===== src/rtl/vme_pkg.sv =====
// rtl/vme_pkg.sv - shared constants, state encoding and priority helper for the VME slot-1 arbiter
package vme_pkg;

  localparam logic ACTIVE    = 1'b0;
  localparam logic INACTIVE  = 1'b1;
  localparam int   BR_LEVELS = 4;

  typedef enum logic [1:0] {
    IDLE    = 2'd0,
    GRANT   = 2'd1,
    OWNED   = 2'd2,
    RELEASE = 2'd3
  } arb_state_t;

  // Highest active (low) request level wins; level 0 when nothing is requested.
  function automatic logic [1:0] fixed_winner(input logic [BR_LEVELS-1:0] br_n);
    logic [1:0] lvl;
    lvl = 2'd0;
    for (int i = 0; i < BR_LEVELS; i++) begin
      if (br_n[i] == ACTIVE) lvl = 2'(i);
    end
    return lvl;
  endfunction

endpackage


===== src/rtl/vme_bus_timer.sv =====
// rtl/vme_bus_timer.sv - bus-timeout watchdog terminating stalled data transfers with BERR
module vme_bus_timer
  import vme_pkg::*;
#(
  parameter int TIMEOUT_CYCLES = 800,
  parameter int TIMEOUT_WIDTH  = 16
) (
  input  logic       clock,
  input  logic       reset,
  input  logic       enable_i,
  input  logic       as_i,
  input  logic [1:0] ds_i,
  input  logic       dtack_i,
  input  logic       berr_i,
  output logic       berr_o
);

  logic [TIMEOUT_WIDTH-1:0] count_q, count_d;
  logic                     berr_q, berr_d;
  logic                     ds_idle;
  logic                     cycle_live;

  // Count stalled-cycle clocks; fire once at the threshold and hold until DS drops.
  always_comb begin
    ds_idle    = (ds_i == {2{INACTIVE}});
    cycle_live = (as_i == ACTIVE) && !ds_idle && (dtack_i == INACTIVE) && (berr_i == INACTIVE);
    count_d    = count_q;
    berr_d     = berr_q;

    if (!cycle_live) begin
      count_d = '0;
    end else if (count_q != '1) begin
      count_d = count_q + 1'b1;
    end

    if (berr_q == ACTIVE) begin
      if (ds_idle) begin
        berr_d  = INACTIVE;
        count_d = '0;
      end
    end else if (count_q == TIMEOUT_WIDTH'(TIMEOUT_CYCLES)) begin
      berr_d = ACTIVE;
    end

    if (!enable_i) begin
      count_d = '0;
      berr_d  = INACTIVE;
    end
  end

  // Counter and BERR registers.
  always_ff @(posedge clock or negedge reset) begin
    if (!reset) begin
      count_q <= '0;
      berr_q  <= INACTIVE;
    end else begin
      count_q <= count_d;
      berr_q  <= berr_d;
    end
  end

  assign berr_o = berr_q;

endmodule


===== src/rtl/vme_system_arbiter.sv =====
// rtl/vme_system_arbiter.sv - VME slot-1 bus arbiter with BCLR preemption; VME_ARB_ROUND_ROBIN_EN selects round-robin
module vme_system_arbiter
  import vme_pkg::*;
#(
  parameter int TIMEOUT_CYCLES = 800,
  parameter int TIMEOUT_WIDTH  = 16
) (
  input  logic       clock,
  input  logic       reset,
  input  logic       slot1_en,
  input  logic [3:0] vme_br,
  input  logic       vme_as,
  input  logic [1:0] vme_ds,
  input  logic       vme_dtack,
  input  logic       vme_berr_in,
  output logic [3:0] vme_bg_out,
  output logic       vme_bclr,
  output logic       vme_berr_out,
  output logic [1:0] grant_level,
  output logic       arb_busy
);

  localparam int SYNC_W = BR_LEVELS + 5;

  logic [SYNC_W-1:0]    meta_q, sync_q;
  logic [BR_LEVELS-1:0] br_s;
  logic                 as_s, dtack_s, berr_s;
  logic [1:0]           ds_s;
  logic                 enabled;

  arb_state_t           state_q, state_d;
  logic [1:0]           level_q, level_d;
  logic [BR_LEVELS-1:0] bg_q, bg_d;
  logic                 bclr_q, bclr_d;
  logic                 busy_q, busy_d;
  logic [1:0]           winner;
  logic                 any_req, owner_req;

  // First synchronizer stage samples the backplane on the falling edge.
  always_ff @(negedge clock or negedge reset) begin
    if (!reset) meta_q <= '1;
    else        meta_q <= {vme_br, vme_as, vme_ds, vme_dtack, vme_berr_in};
  end

  // Second synchronizer stage re-times onto the rising edge.
  always_ff @(posedge clock or negedge reset) begin
    if (!reset) sync_q <= '1;
    else        sync_q <= meta_q;
  end

  assign {br_s, as_s, ds_s, dtack_s, berr_s} = sync_q;
  assign enabled   = (slot1_en == ACTIVE);
  assign any_req   = (br_s != {BR_LEVELS{INACTIVE}});
  assign owner_req = (br_s[level_q] == ACTIVE);

`ifdef VME_ARB_ROUND_ROBIN_EN
  logic [1:0] ptr_q, ptr_d;
  logic [1:0] cand;
  logic       found;

  // Round-robin search starting one level below the last grant, wrapping 0 -> 3.
  always_comb begin
    found  = 1'b0;
    winner = ptr_q;
    cand   = ptr_q;
    for (int k = 1; k <= BR_LEVELS; k++) begin
      cand = ptr_q - 2'(k);
      if (!found && br_s[cand] == ACTIVE) begin
        winner = cand;
        found  = 1'b1;
      end
    end
  end
`else
  logic higher_req;

  // Fixed priority: level 3 highest; any request above the owner triggers preemption.
  always_comb begin
    winner     = fixed_winner(br_s);
    higher_req = |(~br_s & (4'b1110 << level_q));
  end
`endif

  // Arbiter next state; BG/BCLR/busy are decoded from the current state and registered.
  always_comb begin
    state_d = state_q;
    level_d = level_q;
    bg_d    = {BR_LEVELS{INACTIVE}};
    bclr_d  = INACTIVE;
    busy_d  = INACTIVE;
`ifdef VME_ARB_ROUND_ROBIN_EN
    ptr_d   = ptr_q;
`endif

    case (state_q)
      IDLE: begin
        if (any_req && as_s == INACTIVE) begin
          level_d = winner;
          state_d = GRANT;
`ifdef VME_ARB_ROUND_ROBIN_EN
          ptr_d   = winner;
`endif
        end
      end
      GRANT: begin
        bg_d[level_q] = ACTIVE;
        busy_d        = ACTIVE;
        if (as_s == ACTIVE)  state_d = OWNED;
        else if (!owner_req) state_d = RELEASE;
      end
      OWNED: begin
        bg_d[level_q] = ACTIVE;
        busy_d        = ACTIVE;
`ifndef VME_ARB_ROUND_ROBIN_EN
        if (higher_req || bclr_q == ACTIVE) bclr_d = ACTIVE;
`endif
        if (!owner_req && as_s == INACTIVE) state_d = RELEASE;
      end
      RELEASE: begin
        state_d = IDLE;
      end
      default: begin
        state_d = IDLE;
      end
    endcase

    if (!enabled) begin
      state_d = IDLE;
      bg_d    = {BR_LEVELS{INACTIVE}};
      bclr_d  = INACTIVE;
      busy_d  = INACTIVE;
    end
  end

  // Arbiter state and registered outputs.
  always_ff @(posedge clock or negedge reset) begin
    if (!reset) begin
      state_q <= IDLE;
      level_q <= 2'd0;
      bg_q    <= {BR_LEVELS{INACTIVE}};
      bclr_q  <= INACTIVE;
      busy_q  <= INACTIVE;
    end else begin
      state_q <= state_d;
      level_q <= level_d;
      bg_q    <= bg_d;
      bclr_q  <= bclr_d;
      busy_q  <= busy_d;
    end
  end

`ifdef VME_ARB_ROUND_ROBIN_EN
  // Last-granted pointer; zero after reset so level 3 is searched first.
  always_ff @(posedge clock or negedge reset) begin
    if (!reset) ptr_q <= 2'd0;
    else        ptr_q <= ptr_d;
  end
`endif

  vme_bus_timer #(
    .TIMEOUT_CYCLES (TIMEOUT_CYCLES),
    .TIMEOUT_WIDTH  (TIMEOUT_WIDTH)
  ) u_bus_timer (
    .clock    (clock),
    .reset    (reset),
    .enable_i (enabled),
    .as_i     (as_s),
    .ds_i     (ds_s),
    .dtack_i  (dtack_s),
    .berr_i   (berr_s),
    .berr_o   (vme_berr_out)
  );

  assign vme_bg_out  = bg_q;
  assign vme_bclr    = bclr_q;
  assign grant_level = level_q;
  assign arb_busy    = busy_q;

endmodule


===== config.mk =====
export PLATFORM = sky130hd
export DESIGN_NAME = vme_system_arbiter
export DESIGN_NICKNAME = d
export VERILOG_FILES = /design/src/rtl/vme_pkg.sv /design/src/rtl/vme_bus_timer.sv /design/src/rtl/vme_system_arbiter.sv
export SDC_FILE = /design/constraint.sdc
export NUM_CORES = 1
export LEC_CHECK = 0
export ABC_AREA = 1
export BUFFER_PORTS_ARGS = -buffer_cell sky130_fd_sc_hd__buf_2
export CELL_PAD_IN_SITES_DETAIL_PLACEMENT = 1
export CELL_PAD_IN_SITES_GLOBAL_PLACEMENT = 1
export CORE_MARGIN = 3
export CORE_UTILIZATION = 30
export DETAILED_ROUTE_END_ITERATION = 8
export PLACE_DENSITY_LB_ADDON = 0.08
export SLEW_MARGIN = 20
export SYNTH_ARGS = -nofsm -noshare
export SYNTH_HDL_FRONTEND = slang
export SYNTH_SLANG_ARGS = --single-unit

===== constraint.sdc =====
create_clock -name clock -period 1.4 [get_ports clock]
set_input_delay 0.07 -clock clock [delete_from_list [all_inputs] [get_ports clock]]
set_output_delay 0.07 -clock clock [all_outputs]
set_load 0.01 [all_outputs]

==> impl_metrics.ini <==
[grt]
track_usage_pct = 14.8
grt_pass1_vias = 1875
grt_max_degree = 37
antenna_found_initial = 0
grt_pass1_wl_um = 8850
grt_overflow = 0

[sta]
worst_slew_pin_slew_ns = 0.465
finalHoldViolations = 0
rsz0062_at_grt = true
skew_ns = 0.0583
fin_setup_tns_ns = -0.648
maxClockFrequency_mhz = 676
relSlewSlack_pct = 69.0
slew_violations = 0
finalCriticalPeriod_ns = 1.48
setup_slack_ns = -0.0803
timing.hold.ws_ns = 0.0291
setup_viol = 14
timing.final.crit_share_pct = 106

[route]
routed_wirelength_um = 5230
route.detailed.drc = 0
antenna_left = 0
avgRoutedWirePerCell_um = 13.5
dr.first_iter.drc_count = 70
dr.pass1.iters = 4
num_vias = 1811
vias_per_cell = 4.68

[setup_path]
critPathLaunch = u_bus_timer.count_q[1]$_DFF_PN0_
worstPathCellList = ha_4 -> nand3_4 -> nor3_4 -> nand3_2 -> buf_6 -> a21oi_1 -> nor2_1
path_depth = 7
path_class = flop to flop
regToRegEndpoint = u_bus_timer.count_q[5]$_DFF_PN0_
path_max_fanout = 7
r2r_cells = 7
critPathRequiredTime_ns = 1.60
slowest_stage = dfrtp_1
end_kind = flop
reg2reg_slack_ns = -0.08
critPathBufInv = 1
cp_slowest_stage_delay_ns = 0.41
timing.rr.start = u_bus_timer.count_q[1]$_DFF_PN0_
cp_top_family = simple AND/OR/NAND/NOR gates
setup.worst_path.start_class = flop
worstPathArrival_ns = 1.68

[pwr]
p_total_uw = 3180
powerDensity_nw_per_um2 = 1120
ir_worst_vdd_mv = 0.598
cellLeakagePower_uw = 0.00135

[floorplanning]
die_area_um2 = 7840
start_util_pct = 31.7
num_rows = 29
core_area_um2 = 6460
die_h_um = 88.6
io_pins = 21
die_x_um = 88.6

[clocking]
clock_sinks = 45
cts-buffers-inserted = 5
cts_hold_buf = 0
clk_latency_ns = 0.36
clockBufferDepth = 2
clkTransAtPathRegs_ns = 0.11
cts_tree = done
h-tree-depth = 2
cts_root_buf = clkbuf_8

[worst_hold_path]
hold_path_class = primary input to async pin

[yosys]
ys_seq_elements = 45
synth_area_per_cell_um2 = 9.09
netlist_instances = 225
synth_cell_types = 28
syn-num-nets = 242
ys_warn_count = 0
synth-seq-area-share_pct = 56.6
syn_area_um2 = 2040

[placement]
gp_congestion = 0.785
place_hpwl_um = 3970
portBuffers = 20
dpl_worst_slack_ns = -0.0876

[layout]
layout_commonest_cell = buf_4
syn2layout_area_growth_pct = 39.5
final_layout_size_suffix_gt1_share_pct = 44.8
antenna_cells = 0
final_cell_mix = buf_4, nand2_1, inv_1
fin_nets = 326

[outcome]
status = finished with violations
violations = setup timing

[run]
max_cap_viol_count = 0
==> kinds of logic (layout without fill, tap and decap cells) <==
kind of cell / Yosys count / after routing / synth area share, %
simple gates: 110 / 110 / 25.5
flops: 45 / 45 / 56.6
buf+inv: 35 / 120 / 6.85
compound gates: 28 / 28 / 7.16
fa+ha+maj: 5 / 5 / 3.06
xor+xnor: 2 / 2 / 0.857
==> registers in the layout (all words and copies together), names as in the netlist <==
| signal | cells |
|---|---|
| u_bus_timer.berr_o | 1 |
| arb_busy | 1 |
| meta_q | 9 |
| state_q | 2 |
| grant_level | 2 |
| sync_q | 9 |
| u_bus_timer.count_q | 16 |
| vme_bclr | 1 |
| vme_bg_out | 4 |
==> timing repair <==
item,4_1_cts,5_1_grt
resized for setup,11,25
setup endpoints to repair,15,21
buffers inserted,2,4
pin swaps,0,11
==> where the power goes <==
| group | switching [µW] | leakage (µW) | internal, µW | total [µW] |
|---|---|---|---|---|
| clock | 575 | 0.0000990 | 411 | 986 |
| sequential | 71.0 | 0.000533 | 1470 | 1540 |
| combinational | 384 | 0.000721 | 270 | 654 |
| total | 1030 | 0.00135 | 2150 | 3180 |
==> layout make-up <==
cell class                      count  area [µm²]
Fill cell                         799        3610
Clock inverter                     12        62.6
Clock buffer                        5        68.8
Inverter                           32         120
Multi-Input combinational cell    145         850
Tap cell                           77        96.3
Sequential cell                    45        1160
Timing Repair Buffer               71         494
==> Yosys cell counts (all sizes together) <==
master | instances | area share (%)
nand2 | 49 | 9.0
inv | 32 | 5.9
dfstp | 25 | 32
nand3 | 23 | 6.4
dfrtp | 20 | 24
nor2 | 19 | 3.7
o21ai | 16 | 3.9
a21oi | 9 | 2.2
nor3 | 9 | 3.2
nand4 | 6 | 1.8
ha | 5 | 3.1
a31oi | 2 | 0.61
buf | 2 | 0.80
and3 | 1 | 0.31
clkinv | 1 | 0.18
nand3b | 1 | 0.37
nor4 | 1 | 0.31
o311ai | 1 | 0.43
or2 | 1 | 0.31
xnor2 | 1 | 0.43
xor2 | 1 | 0.43
==> stage by stage <==
stage	utilization, %	area (µm²)	std cells
floorplan	-	2060	225
global placement	40.0	2580	365
detailed placement	40.0	2580	365
CTS	42.7	2760	383
global route	44.1	2850	387
finish	44.1	2850	387
==> layer usage <==
| layer | track usage [%] | routed length, µm |
|---|---|---|
| met1 | 20.5 | 2600 |
| met2 | 23.8 | 2490 |
| met3 | 3.07 | 109 |
| met4 | 3.71 | 31 |
| met5 | 0 | 0 |
==> how the worst max path moves through the flow <==
stage,to,slack [ns]
finish,u_bus_timer.count_q[5]$_DFF_PN0_,-0.08
CTS,u_bus_timer.count_q[0]$_DFF_PN0_,-0.05
global placement,u_bus_timer.count_q[7]$_DFF_PN0_,-0.06
floorplan,u_bus_timer.count_q[5]$_DFF_PN0_,0.002
global route,u_bus_timer.count_q[2]$_DFF_PN0_,-0.20
detailed placement,u_bus_timer.count_q[9]$_DFF_PN0_,-0.09
(Power assumes the default switching activity.)
